===== config.mk =====
export PLATFORM = sky130hd
export DESIGN_NAME = uart_rx
export DESIGN_NICKNAME = d
export VERILOG_FILES = /design/src/rtl/uart_rx.sv
export SDC_FILE = /design/constraint.sdc
export NUM_CORES = 1
export LEC_CHECK = 0
export BUFFER_PORTS_ARGS = -buffer_cell sky130_fd_sc_hd__buf_2
export CAP_MARGIN = 20
export CELL_PAD_IN_SITES_DETAIL_PLACEMENT = 1
export CELL_PAD_IN_SITES_GLOBAL_PLACEMENT = 1
export CORE_MARGIN = 5
export CORE_UTILIZATION = 47
export DETAILED_ROUTE_END_ITERATION = 7
export HOLD_SLACK_MARGIN = 0.03
export PLACE_DENSITY = 0.87
export SYNTH_ARGS = -nofsm -noshare
export SYNTH_HDL_FRONTEND = slang
export SYNTH_SLANG_ARGS = --single-unit

===== constraint.sdc =====
create_clock -name clk -period 2.7 [get_ports clk]
set_clock_uncertainty 0.1 [all_clocks]
set_input_delay 0.27 -clock clk [delete_from_list [all_inputs] [get_ports clk]]
set_output_delay 0.27 -clock clk [all_outputs]
set_load 0.01 [all_outputs]

===== src/rtl/uart_rx.sv =====
// UART receiver driven by a 16x-oversample tick: 2-flop line synchroniser, mid-bit sampling, LSB first.
// Optional even-parity check is built in when UART_RX_PARITY_EN is defined.
module uart_rx #(
  parameter int DBIT    = 8,
  parameter int SB_TICK = 16
) (
  input  logic            clk,
  input  logic            reset,
  input  logic            i_tick,
  input  logic            i_rx,
  output logic [DBIT-1:0] o_data,
  output logic            o_rx_done,
  output logic            o_frame_err,
  output logic            o_parity_err
);

  typedef enum logic [2:0] {
    IDLE,
    START,
    DATA,
`ifdef UART_RX_PARITY_EN
    PARITY,
`endif
    STOP
  } state_t;

  state_t          state;
  logic [4:0]      s_cnt;
  logic [2:0]      n_cnt;
  logic [DBIT-1:0] shreg;
  logic            sync_p0;
  logic            rx_s;
`ifdef UART_RX_PARITY_EN
  logic            par_bit;
`endif

  // Two-flop synchroniser; resets to the idle (high) line level
  always_ff @(posedge clk or negedge reset) begin
    if (!reset) begin
      sync_p0 <= 1'b1;
      rx_s    <= 1'b1;
    end else begin
      sync_p0 <= i_rx;
      rx_s    <= sync_p0;
    end
  end

  always_ff @(posedge clk or negedge reset) begin
    if (!reset) begin
      state       <= IDLE;
      s_cnt       <= 5'd0;
      n_cnt       <= 3'd0;
      shreg       <= '0;
      o_data      <= '0;
      o_rx_done   <= 1'b0;
      o_frame_err <= 1'b0;
`ifdef UART_RX_PARITY_EN
      par_bit      <= 1'b0;
      o_parity_err <= 1'b0;
`endif
    end else begin
      o_rx_done <= 1'b0;
      case (state)
        // Start edge needs no tick, so a coincident tick is not counted
        IDLE: begin
          if (!rx_s) begin
            state <= START;
            s_cnt <= 5'd0;
          end
        end
        START: begin
          if (i_tick) begin
            if (s_cnt == 5'd7) begin
              if (!rx_s) begin
                state <= DATA;
                s_cnt <= 5'd0;
                n_cnt <= 3'd0;
              end else begin
                state <= IDLE;
              end
            end else begin
              s_cnt <= s_cnt + 5'd1;
            end
          end
        end
        DATA: begin
          if (i_tick) begin
            if (s_cnt == 5'd15) begin
              s_cnt <= 5'd0;
              shreg <= {rx_s, shreg[DBIT-1:1]};
              if (n_cnt == 3'(DBIT-1)) begin
`ifdef UART_RX_PARITY_EN
                state <= PARITY;
`else
                state <= STOP;
`endif
              end else begin
                n_cnt <= n_cnt + 3'd1;
              end
            end else begin
              s_cnt <= s_cnt + 5'd1;
            end
          end
        end
`ifdef UART_RX_PARITY_EN
        PARITY: begin
          if (i_tick) begin
            if (s_cnt == 5'd15) begin
              s_cnt   <= 5'd0;
              par_bit <= rx_s;
              state   <= STOP;
            end else begin
              s_cnt <= s_cnt + 5'd1;
            end
          end
        end
`endif
        // Stop is sampled mid-bit; returning to IDLE here lets back-to-back frames through
        STOP: begin
          if (i_tick) begin
            if (s_cnt == 5'(SB_TICK-1)) begin
              o_data      <= shreg;
              o_frame_err <= ~rx_s;
              o_rx_done   <= 1'b1;
`ifdef UART_RX_PARITY_EN
              o_parity_err <= ^{shreg, par_bit};
`endif
              state <= IDLE;
            end else begin
              s_cnt <= s_cnt + 5'd1;
            end
          end
        end
        default: state <= IDLE;
      endcase
    end
  end

`ifndef UART_RX_PARITY_EN
  assign o_parity_err = 1'b0;
`endif

endmodule

# --- Word-level counts from Yosys, hierarchy flattened ---
# Cells that the tools add are included.
word_totals:
  wordCells: 65
  mem_count: 0
  out_inout_bits: 11
  register_bits: 31
  romBits: 0
  input_bits: 4
  latchBits: 0
  ramBits: 0
classes:
  n_bitwise: 1
  n_lt_le_gt_ge: 0
  multipliers: 0
  shift: 0
  add_sub_neg: 2
  eq_ne: 17
  n_reduce_logical: 8
  div: 0
  mux: 28
ops:
  columns: ["operator", "count"]
  rows:
  - ["3-bit 2-to-1 mux", 14]
  - ["5-bit 2-to-1 mux", 7]
  - ["2-bit != test, second input constant", 11]
  - ["5-bit one-hot mux with 4 select lines", 1]
  - ["3-bit one-hot mux with 4 select lines", 1]
  - ["8-bit AND reduction", 1]
  - ["7-bit AND reduction", 1]
  - ["3-bit by 2-bit == test with 1-bit output, second input constant", 2]
  - ["3-bit one-hot mux with 2 select lines", 1]
  - ["3-bit AND reduction", 2]
  - ["5-bit by 1-bit adder with 5-bit output, second input constant", 1]
  - ["5-bit by 3-bit == test with 1-bit output, second input constant", 1]
  - ["5-bit by 4-bit == test with 1-bit output, second input constant", 1]
  - ["5-bit AND reduction", 1]
  - ["4-bit nonzero test", 1]
  - ["3-bit by 1-bit adder with 3-bit output, second input constant", 1]
  - ["3-bit by 1-bit == test with 1-bit output, second input constant", 1]
  - ["3-bit == test, second input constant", 1]
  - ["3-bit zero test", 1]
  - ["1-bit 2-to-1 mux", 3]
  - ["2-bit 2-to-1 mux", 1]
  - ["2-bit nonzero test", 1]
  - ["1-bit NOT", 1]

# --- Longest topological paths before layout ---
# Gate-level depths: netlist of the first run.
logic_depth:
  ltp_word: 5
  ltp_mapped: 7

# --- Worst setup path before layout of the first run ---
# OpenSTA, ideal clock, no wires.
synth_path:
  path_kind: "register to register"
  startpoint: "register state[1]"
  endpoint: "register n_cnt[0]"
  arrival_ns: 1.599
  path_stages_with_launch: 7
  path_buffers: 1
  setup_ns: 0.125
  slack_ns: 0.876
  cell_sequence: "dfrtp_1 > inv_1 > ha_1 > clkbuf_1 > a21oi_2 > o2111ai_2 > mux2_2"
synth_via:
  elab_chain_cells: 3
  elab_cells_between_ends: 11
  cone_classes: "eq/ne (8); mux (1); reduce/logical (2)"
synth_rtl:
  columns: ["item", "line_no", "source"]
  rows:
  - ["start: declaration", "27", "state_t state;"]
  - ["start signal: assignment", "50", "state <= IDLE;"]
  - ["start signal: assignment", "67", "state <= START;"]
  - ["start signal: assignment", "75", "state <= DATA;"]
  - ["3-bit by 2-bit == test with 1-bit output or 3-bit by 1-bit == test with 1-bit output (tied branches)", "63", "case (state)"]
  - ["2-bit != test (no line) or 2-bit nonzero test (tied branches)", null, null]
  - ["7-bit AND reduction (no line)", null, null]
  - ["end signal: assignment", "98", "n_cnt <= n_cnt + 3'd1;"]
  - ["end: declaration", "29", "logic [2:0] n_cnt;"]
# Parallel ways exist; a longest one is shown, timed or not.
# A chain may end at the register's enable or synchronous reset.

# --- Worst setup path in the final report of the first run ---
layout_path:
  startpoint: "register state[0]"
  endpoint: "register s_cnt[2]"
layout_via:
  elab_chain_cells: 3
  elab_cells_between_ends: 11
  cone_classes: "eq/ne (7); mux (1); reduce/logical (3)"
layout_rtl:
  columns: ["item", "line_no", "source"]
  rows:
  - ["3-bit by 2-bit == test with 1-bit output (tied with other cells)", "63", null]
  - ["4-bit nonzero test (no line) or 2-bit != test (tied branches)", null, null]
  - ["5-bit AND reduction (no line)", null, null]
  - ["end signal: assignment", "82", "s_cnt <= s_cnt + 5'd1;"]
  - ["end signal: assignment", "101", "s_cnt <= s_cnt + 5'd1;"]
  - ["end signal: assignment", "130", "s_cnt <= s_cnt + 5'd1;"]
  - ["end: declaration", "28", "logic [4:0] s_cnt;"]
# Parallel ways exist; a longest one is shown, timed or not.

==> results.yml, run 1 <==
outcome:
  status: "complete, no violations"
clock_network:
  post_cts_buffers: 0
  clk_pin_slew_ns: 0.11
  cts_made_buffers: 5
  cts_htree_levels: 2
  cts.sinks: 30
  clk_latency_ns: 0.35
  cts_buffer_depth: 2
  post_cts_resized: 0
  root_buffer: "clkbuf_4"
  cts_tree: "built"
  cts_hold_buf: 2
flow_run:
  drv_cap: 0
logic_synthesis:
  yosys.area_share.simple_pct: 13.62
  yosysTopAreaCell: "dfrtp_1"
  synth_fa_ha_area_share_pct: 7.874
  muxShareOfSynthArea_pct: 15.59
  seq_area_frac_synth_pct: 47.40
  synth_nets: 147
  synth_flop_cell: "dfrtp_1"
  ys_types: 39
  yosysWarnings: 0
  ys_ff_latch: 30
  post_synth.cell_area_avg_sq_um: 11.95
  synth_area_leaders: "dfrtp_1, ha_1, mux2_2"
  synth_area_sq_um: 1589
  synth_xor_area_share_pct: 0
  synth_compound_area_share_pct: 10.16
  synth_edf_count: 0
  synth_top_family_by_area: "multiplexers"
  async_reset_ff_share_pct: 100.0
  synth_cells: 133
  synth_top_area_share_pct: 44.09
placed_design:
  gp_congestion: 0.8667
  dpl-instance-area_sq_um: 1668
  dpl.hpwl_mm: 2.655
  io_buffers: 13
critical_path:
  r2r-start: "state[0]$_DFFE_PN0P_"
  crit_path_start_kind: "flop"
  cp.arrival_ns: 2.42
  reg2reg_to: "s_cnt[2]$_DFFE_PN0P_"
  r2r_slack_ns: 0.39
  required_ns: 2.81
  cp-end-kind: "flop"
  ff2ff_path_depth: 6
  crit_fanout: 12
  crit_type: "flop to flop"
drt:
  viasPerCell: 5.622
  post-route-drc-count: 0
  final_antenna_net_count: 0
  vias: 1102
  routed_wl_mm: 3.721
  drt_first_pass_iters: 4
  detail_route.wl_per_cell_um: 18.98
  drt_iter0_drc: 39
grt:
  grt_usage_pct: 18.61
  antenna_found_initial: 0
  grt_max_degree: 31
  grt_first_pass_wirelength_mm: 6.182
  grt_overflow: 0
  grt_pass1_vias: 1241
worst_hold_path:
  min_to: "n_cnt[2]$_DFFE_PN0P_"
  min_from: "i_tick"
  holdPathStages: 3
  hold_path_class: "input pin to flop"
floorplan:
  dieHeight_um: 68.15
  die_area_sq_um: 4644
  start_util_pct: 48.00
  placementRows: 21
  io_pins: 15
  die_x_um: 68.15
  core_sq_um: 3311
sta:
  rsz0062_at_grt: "false"
  holdWs_ns: 0.2482
  slew_headroom_pct: 55.55
  final_max_slew_viol_count: 0
  setup_viol: 0
  fin_crit_sh_pct: 85.46
  fmax_ghz: 0.4334
  hold_viol: 0
  period_needed_ns: 2.307
  max_slew.worst_pin.slew_ns: 0.6667
  fin_setup_tns_ns: 0
power_and_ir_drop:
  p_clk_share_pct: 22.1
  combPwrFrac_pct: 35.7
  power_density_nw_per_um2: 761.1
  power.internal_uw: 810.1
  p_sw_uw: 523.1
  seqPwrFrac_pct: 42.3
  ir_worst_vdd_uv: 534.1
  p_leak_uw: 0.0008759
  swShare_pct: 39.24
finish:
  fin_util_pct: 52.91
  num_antenna_cells: 0
  nFillCells: 363
  multiInputGateArea_sq_um: 754.5
  finalInstanceArea_sq_um: 1752
  final-seq-area_sq_um: 753.2
  layout.nets: 163
  drive_gt1_share_pct: 33.33
  area.growth.synth_to_final_pct: 10.24
[cells in the final DEF (no fill, tap or decap), drive strengths merged]
cell type,instances
o32ai,1
buf,13
a21oi,5
o21ai,4
nand3,7
o211ai,1
o2111ai,2
nor2b,1
nand2b,1
a31oi,2
and4b,1
nand4bb,1
nand2,9
dfstp,2
and4bb,1
nor3,1
o21bai,1
nor4,1
a2bb2oi,2
conb,1
nand4,3
mux2i,3
ha,10
o221ai,2
nor2,7
mux2,17
o21ba,1
dfrtp,28
clkinvlp,1
dlygate4sd3,2
or2,1
inv,10
clkinv,1
clkbuf,6
nand4b,1
[cell type report]
class                      count  area share [%]
clock buffer                   6           2.929
clock inverter                 2          0.7143
inverter                      10           2.143
multi-input combinational     87           43.07
sequential                    30           43.00
tap                           46           3.286
timing repair buffer          15           4.857
[metal layers]
| layer | vias up | global-route usage (%) | wire (um) |
|---|---|---|---|
| met3 | 12 | 4.926 | 180 |
| met4 | 0 | 9.429 | 93 |
| li1 | 498 | - | - |
| met2 | 31 | 30.57 | 1926 |
| met1 | 561 | 22.36 | 1520 |
| met5 | - | 0 | 0 |
[cells in the mapped netlist (3+ instances only)]
cell     number
a21oi_1       4
dfrtp_1      28
ha_1         10
inv_1        10
mux2_2       10
mux2_4        7
mux2i_1       3
nand2_1       9
nand3_1       5
nand4_1       3
nor2_1        7
o21ai_0       4
[kinds of logic after synthesis]
group                      count (synthesis)
other                                      1
muxes                                     20
and+or+nand+nor                           35
buffers and inverters                     16
adders and majority gates                 10
AOI/OAI and AO/OA                         21
DFF                                       30
[how the worst max path moves through the flow]
stage / slack (ns) / depth (start not counted) / endpoint / from
final: 0.39 / 6 / s_cnt[2]$_DFFE_PN0P_ / state[0]$_DFFE_PN0P_
after floorplan: 0.88 / 6 / n_cnt[0]$_DFFE_PN0P_ / state[1]$_DFFE_PN0P_
after global routing: 0.24 / 6 / s_cnt[2]$_DFFE_PN0P_ / state[0]$_DFFE_PN0P_
after CTS: 0.43 / 6 / s_cnt[2]$_DFFE_PN0P_ / state[0]$_DFFE_PN0P_
after global placement: 0.74 / 6 / s_cnt[2]$_DFFE_PN0P_ / state[0]$_DFFE_PN0P_
after detailed placement: 0.53 / 6 / s_cnt[2]$_DFFE_PN0P_ / state[0]$_DFFE_PN0P_
[flip-flops by register name, summed over array words and instances (netlist names)]
| name | cells |
|---|---|
| o_data | 8 |
| shreg | 8 |
| s_cnt | 5 |
| n_cnt | 3 |
| state | 2 |
| o_frame_err | 1 |
| o_rx_done | 1 |
| rx_s | 1 |
| sync_p0 | 1 |
[power by group through the flow]
stage	sequential, uW	clock [uW]	combinational (uW)
after floorplan	547	0	360
after global placement	559	0	419
after detailed placement	571	0	462
after CTS	562	304	477
after global routing	572	327	535
final	563	294	476
[critical path, stage by stage (launching register included)]
cell and delay [ns]:
dfrtp_1 0.44, inv_1 0.12, ha_1 0.37, nor3_1 0.40, o221ai_1 0.27, a31oi_1 0.32
o21ai_0 0.14
[metrics by stage]
stage               std cells  total power (uW)  worst slack (ns)
finish                    196              1333            0.3927
global route              196              1434            0.2353
CTS                       196              1342            0.4288
detailed placement        186              1032            0.5304
global placement          186             978.6            0.7376
floorplan                 133             906.8            0.8765
No activity file was read; power rests on OpenSTA's default activity.
==> run 2: changes to the inputs <==
--- a/config.mk
+++ b/config.mk
@@ -9,6 +9,7 @@
 export CAP_MARGIN = 20
 export CELL_PAD_IN_SITES_DETAIL_PLACEMENT = 1
 export CELL_PAD_IN_SITES_GLOBAL_PLACEMENT = 1
+export CORE_ASPECT_RATIO = 0.7
 export CORE_MARGIN = 5
 export CORE_UTILIZATION = 47
 export DETAILED_ROUTE_END_ITERATION = 7
==> run 2 against run 1 <==
  * Non-clock buffer count unchanged
  * Power up 13%
  * Final area rose by 2.4%
  * First-iteration DRC count grew 69%
  * Hold slack improved by 0.016 ns
  * Global-route usage decreased by 1.6 points
  * Sequential power hardly changed
  * Clock power increased by 62%
  * Highest routed layer unchanged
  * Largest power group unchanged
  * Maximum frequency increased by 1.6%
  * Sequential share of layout area shrank 1.0 points
  * Sequential cell count stayed put
==> results.yml, run 2 (synthesized netlist as in run 1, its figures left out) <==
floorplan:
  placementRows: 17
  die_x_um: 79.50
  dieHeight_um: 58.65
  core_sq_um: 3191
  io_pins: 15
  start_util_pct: 49.80
  die_area_sq_um: 4662
drt:
  viasPerCell: 5.888
  vias: 1107
  drt_iter0_drc: 66
  routed_wl_mm: 3.489
  drt_first_pass_iters: 4
  final_antenna_net_count: 0
  post-route-drc-count: 0
  detail_route.wl_per_cell_um: 18.56
clock_network:
  cts_made_buffers: 5
  cts.sinks: 30
  root_buffer: "clkbuf_8"
  cts_htree_levels: 2
  clk_latency_ns: 0.28
  cts_buffer_depth: 2
  cts_tree: "built"
  post_cts_resized: 0
  clk_pin_slew_ns: 0.07
critical_path:
  required_ns: 2.75
  cp_slowest_cell: "dfrtp_1"
  worstPathCellList: "inv_1 > ha_1 > nor3_1 > o221ai_1 > a31oi_1 > o21ai_0"
  cp-end-kind: "flop"
  cpPeakStageDelay_ns: 0.43
  r2r-start: "state[0]$_DFFE_PN0P_"
  reg2reg_to: "s_cnt[1]$_DFFE_PN0P_"
  ff2ff_path_depth: 6
  cp.arrival_ns: 2.32
  crit_type: "flop to flop"
  crit_path_start_kind: "flop"
  crit_fanout: 12
  cp.buffers_inverters: 1
  cp_top_family: "compound AO/OA/AOI/OAI gates"
  r2r_slack_ns: 0.43
grt:
  grt_overflow: 0
  antenna_found_initial: 0
  grt_first_pass_wirelength_mm: 5.927
  grt_usage_pct: 16.97
  grt_pass1_vias: 1202
  grt_max_degree: 31
finish:
  num_antenna_cells: 0
  drive_gt1_share_pct: 32.67
  final_cell_mix: "dfrtp_1, buf_2, inv_1, mux2_2, ha_1"
  final_common_cell: "dfrtp_1"
  area.growth.synth_to_final_pct: 12.91
  layout.nets: 163
  reg_top3: "o_data x8, shreg x8, s_cnt x5"
  fin_util_pct: 56.24
sta:
  slew_headroom_pct: 55.77
  period_needed_ns: 2.271
  rsz0062_at_grt: "false"
  fmax_ghz: 0.4404
  setup_viol: 0
  max_slew.worst_pin.slew_ns: 0.6635
  fin_crit_sh_pct: 84.10
  fin_setup_tns_ns: 0
  hold_viol: 0
  layout_setup_ws_ns: 0.4293
  final_max_slew_viol_count: 0
placed_design:
  gp_congestion: 0.8097
  dpl.hpwl_mm: 2.464
  post-place-ws_ns: 0.4722
  io_buffers: 13
power_and_ir_drop:
  p_leak_uw: 0.0009001
  ir_worst_vdd_uv: 440.4
  power_density_nw_per_um2: 842.2
worst_hold_path:
  holdPathStages: 0
  hold_path_class: "flop to flop"
  min_from: "sync_p0$_DFF_PN1_"
  min_to: "rx_s$_DFF_PN1_"
outcome:
  status: "complete, no violations"
flow_run:
  drv_cap: 0
==> run 2: changes by cell type in the layout (fill, tap and decap cells not counted) <==
cell,before,now
clkbuf_1,0,1
clkinv_2,1,0
clkinvlp_4,1,0
clkbuf_8,1,6
bufinv_16,0,1
clkbuf_4,5,0
==> run 2: report_power, final <==
part,switching [uW],internal (uW)
registers,59.2,504
clock network,174,301
logic,294,180
total,527,984
==> run 2: metal layers <==
layer / track usage, % / up-vias / routed length, um
li1: - / 501 / -
met1: 20.75 / 567 / 1560
met2: 28.54 / 29 / 1733
met3: 5.810 / 10 / 137
met4: 5.147 / 0 / 58
met5: 0 / - / 0
==> run 2: what timing repair did <==
action | 4_1_cts | 5_1_grt
setup buffers | 0 | 0
hold buffers | 2 | 0
endpoints found under the hold margin | 29 | 0
==> run 2: how the worst max path moves through the flow <==
stage / from / to / slack, ns / depth (start not counted)
after global placement: state[0]$_DFFE_PN0P_ / s_cnt[2]$_DFFE_PN0P_ / 0.63 / 6
after CTS: state[0]$_DFFE_PN0P_ / s_cnt[1]$_DFFE_PN0P_ / 0.44 / 6
after floorplan: state[1]$_DFFE_PN0P_ / n_cnt[0]$_DFFE_PN0P_ / 0.88 / 6
final: state[0]$_DFFE_PN0P_ / s_cnt[1]$_DFFE_PN0P_ / 0.43 / 6
after detailed placement: state[0]$_DFFE_PN0P_ / s_cnt[1]$_DFFE_PN0P_ / 0.47 / 6
after global routing: state[0]$_DFFE_PN0P_ / s_cnt[1]$_DFFE_PN0P_ / 0.29 / 6
==> run 2: cell type report <==
cell class                 instances  area (sq um)
clock buffer                       7         86.33
multi-input combinational         87         754.5
fill                             330          1396
sequential                        30         753.2
clock inverter                     1         30.03
inverter                          10         37.54
tap                               38         47.55
timing repair buffer              15         85.08
==> run 2: through the flow <==
stage	hold WS [ns]	cells	instance area (sq um)	total power, uW
finish	0.2644	188	1794	1511
floorplan	-0.1256	133	1589	906.8
CTS	0.2650	188	1794	1518
global route	0.2658	188	1794	1602
global placement	0.2249	178	1658	978.9
detailed placement	0.2356	178	1658	1034
